`config.mk`:
```
export PLATFORM = sky130hd
export DESIGN_NAME = bcd2bin_seq
export DESIGN_NICKNAME = d
export VERILOG_FILES = /design/src/rtl/bcd_pkg.sv /design/src/rtl/bcd_digit_adj.sv /design/src/rtl/bcd2bin_seq.sv
export SDC_FILE = /design/constraint.sdc
export NUM_CORES = 1
export LEC_CHECK = 0
export BUFFER_PORTS_ARGS = -buffer_cell sky130_fd_sc_hd__buf_2
export CORE_UTILIZATION = 60
export CTS_BUF_LIST = sky130_fd_sc_hd__clkbuf_4 sky130_fd_sc_hd__clkbuf_8 sky130_fd_sc_hd__clkbuf_16
export DETAILED_ROUTE_END_ITERATION = 7
export GPL_TIMING_DRIVEN = 0
export PLACE_DENSITY = 0.88
export SETUP_SLACK_MARGIN = 0.2
export SKIP_CTS_REPAIR_TIMING = 1
export SYNTH_ARGS = -nofsm -noshare
export SYNTH_HDL_FRONTEND = slang
export SYNTH_SLANG_ARGS = --single-unit
export TNS_END_PERCENT = 1
```
`constraint.sdc`:
```
create_clock -name clk -period 2.75 [get_ports clk]
set_input_delay 0.4125 -clock clk [delete_from_list [all_inputs] [get_ports clk]]
set_output_delay 0.4125 -clock clk [all_outputs]
set_load 0.01 [all_outputs]
```
`src/rtl/bcd_pkg.sv`:
```
// Shared types and constants for the sequential BCD-to-binary converter.
package bcd_pkg;

  typedef logic [3:0] bcd_digit_t;

  typedef enum logic [1:0] {
    IDLE,
    CONV,
    DONE
  } state_t;

  localparam bcd_digit_t BCD_MAX    = 4'd9;
  localparam bcd_digit_t ADJ_THRESH = 4'd8;
  localparam bcd_digit_t ADJ_VAL    = 4'd3;

endpackage

```
`src/rtl/bcd_digit_adj.sv`:
```
// Per-digit correction for reverse double-dabble: a digit that reached 8 or
// more after the right shift had a carry-in from the digit above, so take 3 off.
module bcd_digit_adj
  import bcd_pkg::*;
(
  input  bcd_digit_t digit,
  output bcd_digit_t adjusted
);

  assign adjusted = (digit >= ADJ_THRESH) ? bcd_digit_t'(digit - ADJ_VAL) : digit;

endmodule

```
`src/rtl/bcd2bin_seq.sv`:
```
// Sequential packed-BCD to binary converter, one bit per clock,
// with a start/ready/valid handshake and an invalid-digit flag.
module bcd2bin_seq
  import bcd_pkg::*;
#(
  parameter int DIGITS = 3
) (
  input  logic                         clk,
  input  logic                         rst,
  input  logic                         start,
  input  logic [4*DIGITS-1:0]          bcd_in,
  output logic                         ready,
  output logic                         valid,
  output logic [$clog2(10**DIGITS)-1:0] bin_out,
  output logic                         err
);

  localparam int BIN_W = $clog2(10**DIGITS);
  localparam int CNT_W = $clog2(BIN_W);

  state_t              state;
  logic [4*DIGITS-1:0] bcd_sh;
  logic [4*DIGITS-1:0] bcd_shifted;
  logic [4*DIGITS-1:0] bcd_adj;
  logic [BIN_W-1:0]    bin_sh;
  logic [CNT_W-1:0]    cnt;
  logic                err_next;
  logic                bad_digit;

  assign bcd_shifted = bcd_sh >> 1;

  for (genvar g = 0; g < DIGITS; g++) begin : g_adj
    bcd_digit_adj u_adj (
      .digit    (bcd_shifted[4*g +: 4]),
      .adjusted (bcd_adj[4*g +: 4])
    );
  end

  always_comb begin
    bad_digit = 1'b0;
    for (int i = 0; i < DIGITS; i++) begin
      if (bcd_in[4*i +: 4] > BCD_MAX) bad_digit = 1'b1;
    end
  end

  // valid, bin_out and err update on the edge that leaves DONE, so the pulse
  // lands in the first IDLE cycle, where a back-to-back start can be taken.
  always_ff @(posedge clk) begin
    if (rst) begin
      state    <= IDLE;
      ready    <= 1'b1;
      valid    <= 1'b0;
      bin_out  <= '0;
      err      <= 1'b0;
      bcd_sh   <= '0;
      bin_sh   <= '0;
      cnt      <= '0;
      err_next <= 1'b0;
    end else begin
      valid <= 1'b0;
      case (state)
        IDLE: begin
          if (start) begin
            bcd_sh <= bcd_in;
            bin_sh <= '0;
            cnt    <= '0;
            ready  <= 1'b0;
            if (bad_digit) begin
              err_next <= 1'b1;
              state    <= DONE;
            end else begin
              err_next <= 1'b0;
              state    <= CONV;
            end
          end
        end
        CONV: begin
          bcd_sh <= bcd_adj;
          bin_sh <= {bcd_sh[0], bin_sh[BIN_W-1:1]};
          cnt    <= cnt + 1'b1;
          if (cnt == CNT_W'(BIN_W - 1)) state <= DONE;
        end
        DONE: begin
          valid   <= 1'b1;
          bin_out <= err_next ? '0 : bin_sh;
          err     <= err_next;
          ready   <= 1'b1;
          state   <= IDLE;
        end
        default: begin
          ready <= 1'b1;
          state <= IDLE;
        end
      endcase
    end
  end

endmodule

```
# Word-level counts from Yosys, hierarchy flattened
# Index checks and enable logic that the tools add are counted.
op_classes:
  n_addsub: 4
  n_mux: 21
  bitwise: 1
  eq_ne: 5
  n_lt_le_gt_ge: 6
  reduce_logical: 6
ops:
  columns: ["op", "n"]
  rows:
  - ["$pmux 12 s2", 1]
  - ["$mux 10", 2]
  - ["$pmux 10 s2", 1]
  - ["$mux 4", 4]
  - ["$gt 4x4->1 const B", 3]
  - ["$mux 12", 1]
  - ["$ge 4x4->1 const B", 2]
  - ["$pmux 4 s2", 1]
  - ["$reduce_and 2->1", 4]
  - ["$sub 4x2->4 const B", 2]
  - ["$mux 1", 6]
  - ["$mux 2", 3]
  - ["$add 4x1->4 const B", 1]
  - ["$eq 4x4->1 const B", 1]
  - ["$ge 3x4->1 const B", 1]
  - ["$ne 2x2->1 const B", 2]
  - ["$pmux 2 s2", 1]
  - ["$sub 3x2->4 const B", 1]
  - ["$eq 2x1->1 const B", 1]
  - ["$eq 2x2->1 const B", 1]
  - ["$logic_not 2->1", 1]
  - ["$pmux 1 s2", 1]
  - ["$reduce_bool 2->1", 1]
  - ["$not 1->1", 1]
word_totals:
  register_bits: 42
  in_bits: 15
  elab_cells: 52
  out_inout_bits: 13

# Longest topological paths before layout
depth:
  depth_word: 7
  ltp_mapped: 6
  mapped_depth_nobuf: 6

# By module
# From an unflattened synthesis, not the netlist that was laid out.
unflattened:
  hier_cells: 246
  area_unflattened_um2: 2083.2
by_module_without_submodules:
  columns: ["mod", "seq_area_each_um2", "n_inst", "cells_per_inst", "area_each_um2"]
  rows:
  - ["bcd2bin_seq", 840.8, 1, 213, 1854.3]
  - ["bcd_digit_adj", 0.0, 3, 11, 76.3]

# Worst setup path before layout
# Ideal clock, no wire load.
synth_path:
  path_kind: "flip-flop to flip-flop"
  from: "register state[0]"
  to: "register bcd_sh[7]"
  arrival_time_ns: 1.090
  period_less_slack_ns: 1.209
  slack_ns: 1.541
  required_ns: 2.631
  n_path_buf: 1
  path_stages_with_launch: 4
  setup_ns: 0.119
  cell_sequence: "dfxtp_1 > buf_4 > or3b_1 > o221a_1"
synth_between:
  elab_chain_cells: 3
  word_cells_on_any_way: 6
  cone_classes: "eq/ne (2); mux (1); reduce/logical (3)"
synth_lines:
  columns: ["item", "line_no", "source"]
  rows:
  - ["start, declared", "bcd2bin_seq.sv:21", "state_t state;"]
  - ["start signal, assigned", "bcd2bin_seq.sv:50", "state <= IDLE;"]
  - ["start signal, assigned", "bcd2bin_seq.sv:70", "state <= DONE;"]
  - ["start signal, assigned", "bcd2bin_seq.sv:73", "state <= CONV;"]
  - ["$eq 2x1->1 / $logic_not 2->1 (equally long branches)", "bcd2bin_seq.sv:61", "case (state)"]
  - ["$reduce_bool 2->1 (no source line) / $ne 2x2->1 (equally long branches)", null, null]
  - ["$reduce_and 2->1 (no source line)", null, null]
  - ["end signal, assigned", "bcd2bin_seq.sv:64", "bcd_sh <= bcd_in;"]
  - ["end signal, assigned", "bcd2bin_seq.sv:78", "bcd_sh <= bcd_adj;"]
  - ["end, declared", "bcd2bin_seq.sv:22", "logic [4*DIGITS-1:0] bcd_sh;"]
# Several ways; a longest one is shown, not always the timed one.
# A chain may end at the register's enable or synchronous reset.

# Worst setup path after layout
layout_path:
  from: "register state[0]"
  to: "register bcd_sh[6]"
# The elaborated chain is that of the path after synthesis.

==> results.md <==
* Post-synthesis mux area share at 0.0172
* CP bufs+invs at 2
* Top Usage Layer GRT: met1
* Placement Setup Slack at 1.32 ns
* Synth Area in Adders at 0.0396
* DRT Wirelength at 4020 um
* Net Count, Synth at 230
* Die area at 3390 sq um
* Mean Syn Cell Area at around 9.1 sq um
* # setup viols final at 0
* First-pass GRT wire length at about 6600 um
* Root Driver: clkbuf_4
* Global placement routability congestion at 0.820
* Routing usage on met3 at 0.0603
* Drt first pass iters at 5
* Starting Density at 0.626
* Main combinational cell family by area after synthesis: compound AO/OA/AOI/OAI gates
* #FFs+latches synth at between 40 and 50
* Max H-tree Level at 2
* Met1 usage at 0.383
* Crit Path Category: reg -> reg
* Initial drt markers at about 120
* Largest net degree at the start of global routing at 13
* Area grow syn2layout at 12.3%
* CTS tree: done
* Cell family with most CP delay: buffers and inverters
* Vert. Die Dim at 58.2 um
* Clock sink count at 42
* Crit-path max cell delay at about 0.37 ns
* Slew HR at 0.656
* Status: finished clean
* Fmax at approximately 720 MHz
* Share of layout cells above drive strength 1 at 0.219
* Fin. max-slew vios at 0
* GRT Util Overall at 0.261
* ANT nets after route at 0
* Minimum clock period at 1.40 ns
* Data required time of the critical path at 2.95 ns
* Final Hold Fails at 0
* Design area at 2130 sq um
* Vias in the first global route at between 1000 and 1500
* Grt met2 use at 0.373
* Critical path arrival at ~1.6 ns
* Final setup margin at 1.35 ns
* Num CTS Buffers at 5
* WHS at 0.363 ns
* Final core utilization at 0.703
* Die width at 58.2 um
* P_leak at 0.863 nW
* Antenna cell count at 0
* Residual DRC at 0
* Slew @ Worst Pin at 0.516 ns
* Crit-path slowest cell: clkbuf_1
* Final #Nets at 263
* Peak supply drop at 346 uV
* Mapped Cells at 209
* Placement Rows at 20
* RSZ-0062 raised after global routing: false
* Crit-path cells: buf_4 -> clkbuf_1 -> nor3_1 -> a31oi_1 -> a21oi_1
* DR WL/cell at 14.0 um
* Worst Skew at 0.00756 ns
* Sequential-to-total area share from yosys stat at 0.443
* Crit share post-route at 0.508
* Ys Warns at 0
* Crit-path max FO at 10
* Post-Synth Simple-Gate Area at 0.208
* Overflow after GRT at 0
* Vias at 1611
* Via density at ~5.6
* Clk_lat worst skew at between 0.3 and 0.4 ns
* # Max-Cap Violations at 0
* Mapped cell area at around 1900 sq um
* Initial antenna violation count at 0
* Post-DP Area at 2080 sq um
* Placeable Area at about 3000 sq um
* Detailed Place HPWL at 2870 um
* Post-synthesis cell type count at 42
* Compound-Gate Fraction of Synth Area at 0.220
* Top Ports at 28
* Maximum clock path buffer count at 2
* Port Buffers at 26
* HP Class: in -> reg
* Setup TNS at 0 ns
* Pwr dens at 512 nW/um^2
* CP endpoint kind: register
* Worst Setup Start Kind: register
* Clock Pin Slew Worst Setup and Hold Paths at 0.12 ns
* Xor/xnor cell area share of the yosys netlist at 0.0185
[cells in the mapped netlist, drive strengths merged]
cell type | count | area, sq um
inv | 6 | 22.5
xor2 | 2 | 17.5
nor4 | 1 | 6.26
and2b | 1 | 7.51
a221oi | 2 | 30.0
o211ai | 4 | 40.0
mux2 | 2 | 22.5
nand2b | 8 | 57.6
nand4 | 1 | 6.26
a211oi | 1 | 7.51
nor3 | 2 | 10.0
a22oi | 3 | 22.5
and3 | 1 | 6.26
nand3b | 4 | 30.0
nor2 | 31 | 124
or2 | 1 | 6.26
o221a | 2 | 22.5
dfxtp | 42 | 841
ha | 6 | 75.1
nor3b | 10 | 75.1
nand2 | 9 | 33.8
o32ai | 1 | 8.76
or3b | 1 | 8.76
a31oi | 2 | 12.5
nand3 | 3 | 15.0
or4 | 1 | 7.51
mux2i | 1 | 10.0
clkbuf | 4 | 15.0
a22o | 12 | 105
buf | 10 | 63.8
xnor2 | 2 | 17.5
a211o | 1 | 8.76
a21oi | 24 | 120
o21ai | 8 | 40.0
[sequential cells by signal, indices dropped and copies added (netlist names)]
name and count:
err_next 1, bin_out 10, cnt 4, bcd_sh 12, state 2, err 1, valid 1, bin_sh 10
ready 1
[cell usage in the layout (no fill, tap or decap), types with 3 or more instances in the layout]
| cell | instances |
|---|---|
| buf_4 | 3 |
| dfxtp_1 | 42 |
| nand3_1 | 3 |
| nand2_1 | 9 |
| a22o_1 | 12 |
| o21ai_0 | 7 |
| ha_1 | 6 |
| clkbuf_4 | 5 |
| inv_1 | 6 |
| buf_2 | 32 |
| nor2_2 | 3 |
| nand3b_1 | 4 |
| nor2_1 | 28 |
| nor3b_1 | 10 |
| nand2b_1 | 7 |
| a21oi_1 | 24 |
| clkbuf_1 | 4 |
| a22oi_1 | 3 |
[metrics by stage]
| step | instances | total power [W] |
|---|---|---|
| 3_3_place_gp | 279 | 0.000817 |
| 6_report | 286 | 0.00109 |
| 5_1_grt | 286 | 0.00115 |
| 4_1_cts | 286 | 0.00109 |
| 3_5_place_dp | 279 | 0.000822 |
| 2_1_floorplan | 209 | 0.000774 |
[final cells by class]
type / count / area, sq um
Clock inverter: 2 / 10.0
Fill cell: 254 / 898
Inverter: 6 / 22.5
Multi-Input combinational cell: 147 / 955
Tap cell: 44 / 55.1
Sequential cell: 42 / 841
Buffer: 14 / 78.8
Clock buffer: 5 / 37.5
Timing Repair Buffer: 26 / 130
[worst paths after layout]
| path | from | slack, ns | depth (start not counted) | to |
|---|---|---|---|---|
| worst min-delay path | bcd_in[7] | 0.36 | 2 | bcd_sh[7]$_SDFFE_PP0P_ |
| worst max register to register | state[0]$_SDFFE_PP0P_ | 1.35 | 5 | bcd_sh[6]$_SDFFE_PP0P_ |
| worst max-delay path | state[0]$_SDFFE_PP0P_ | 1.35 | 5 | bcd_sh[6]$_SDFFE_PP0P_ |
| worst min register to register | ready$_SDFFE_PP1P_ | 0.47 | 1 | ready$_SDFFE_PP1P_ |
[cells by family (layout without fill, tap and decap cells)]
family / count (synthesis) / count (layout)
muxes: 3 / 3
adders and majority gates: 6 / 6
AOI/OAI and AO/OA: 60 / 60
DFF: 42 / 42
xor gates and xnor gates: 4 / 4
and+or+nand+nor: 74 / 74
buffers and inverters: 20 / 53
[power breakdown]
part           switching, W  internal (W)  total [W]
logic             0.0000932     0.0000634   0.000157
clock network      0.000188     0.0000923   0.000280
registers         0.0000235      0.000630   0.000654
total              0.000305      0.000786    0.00109
[metal layers]
layer	vias up	part of all wire
met5	-	0
met4	0	0.011
met3	5	0.063
met2	51	0.45
met1	745	0.47
li1	810	-
Note: power is estimated with default switching activity, not from simulation.
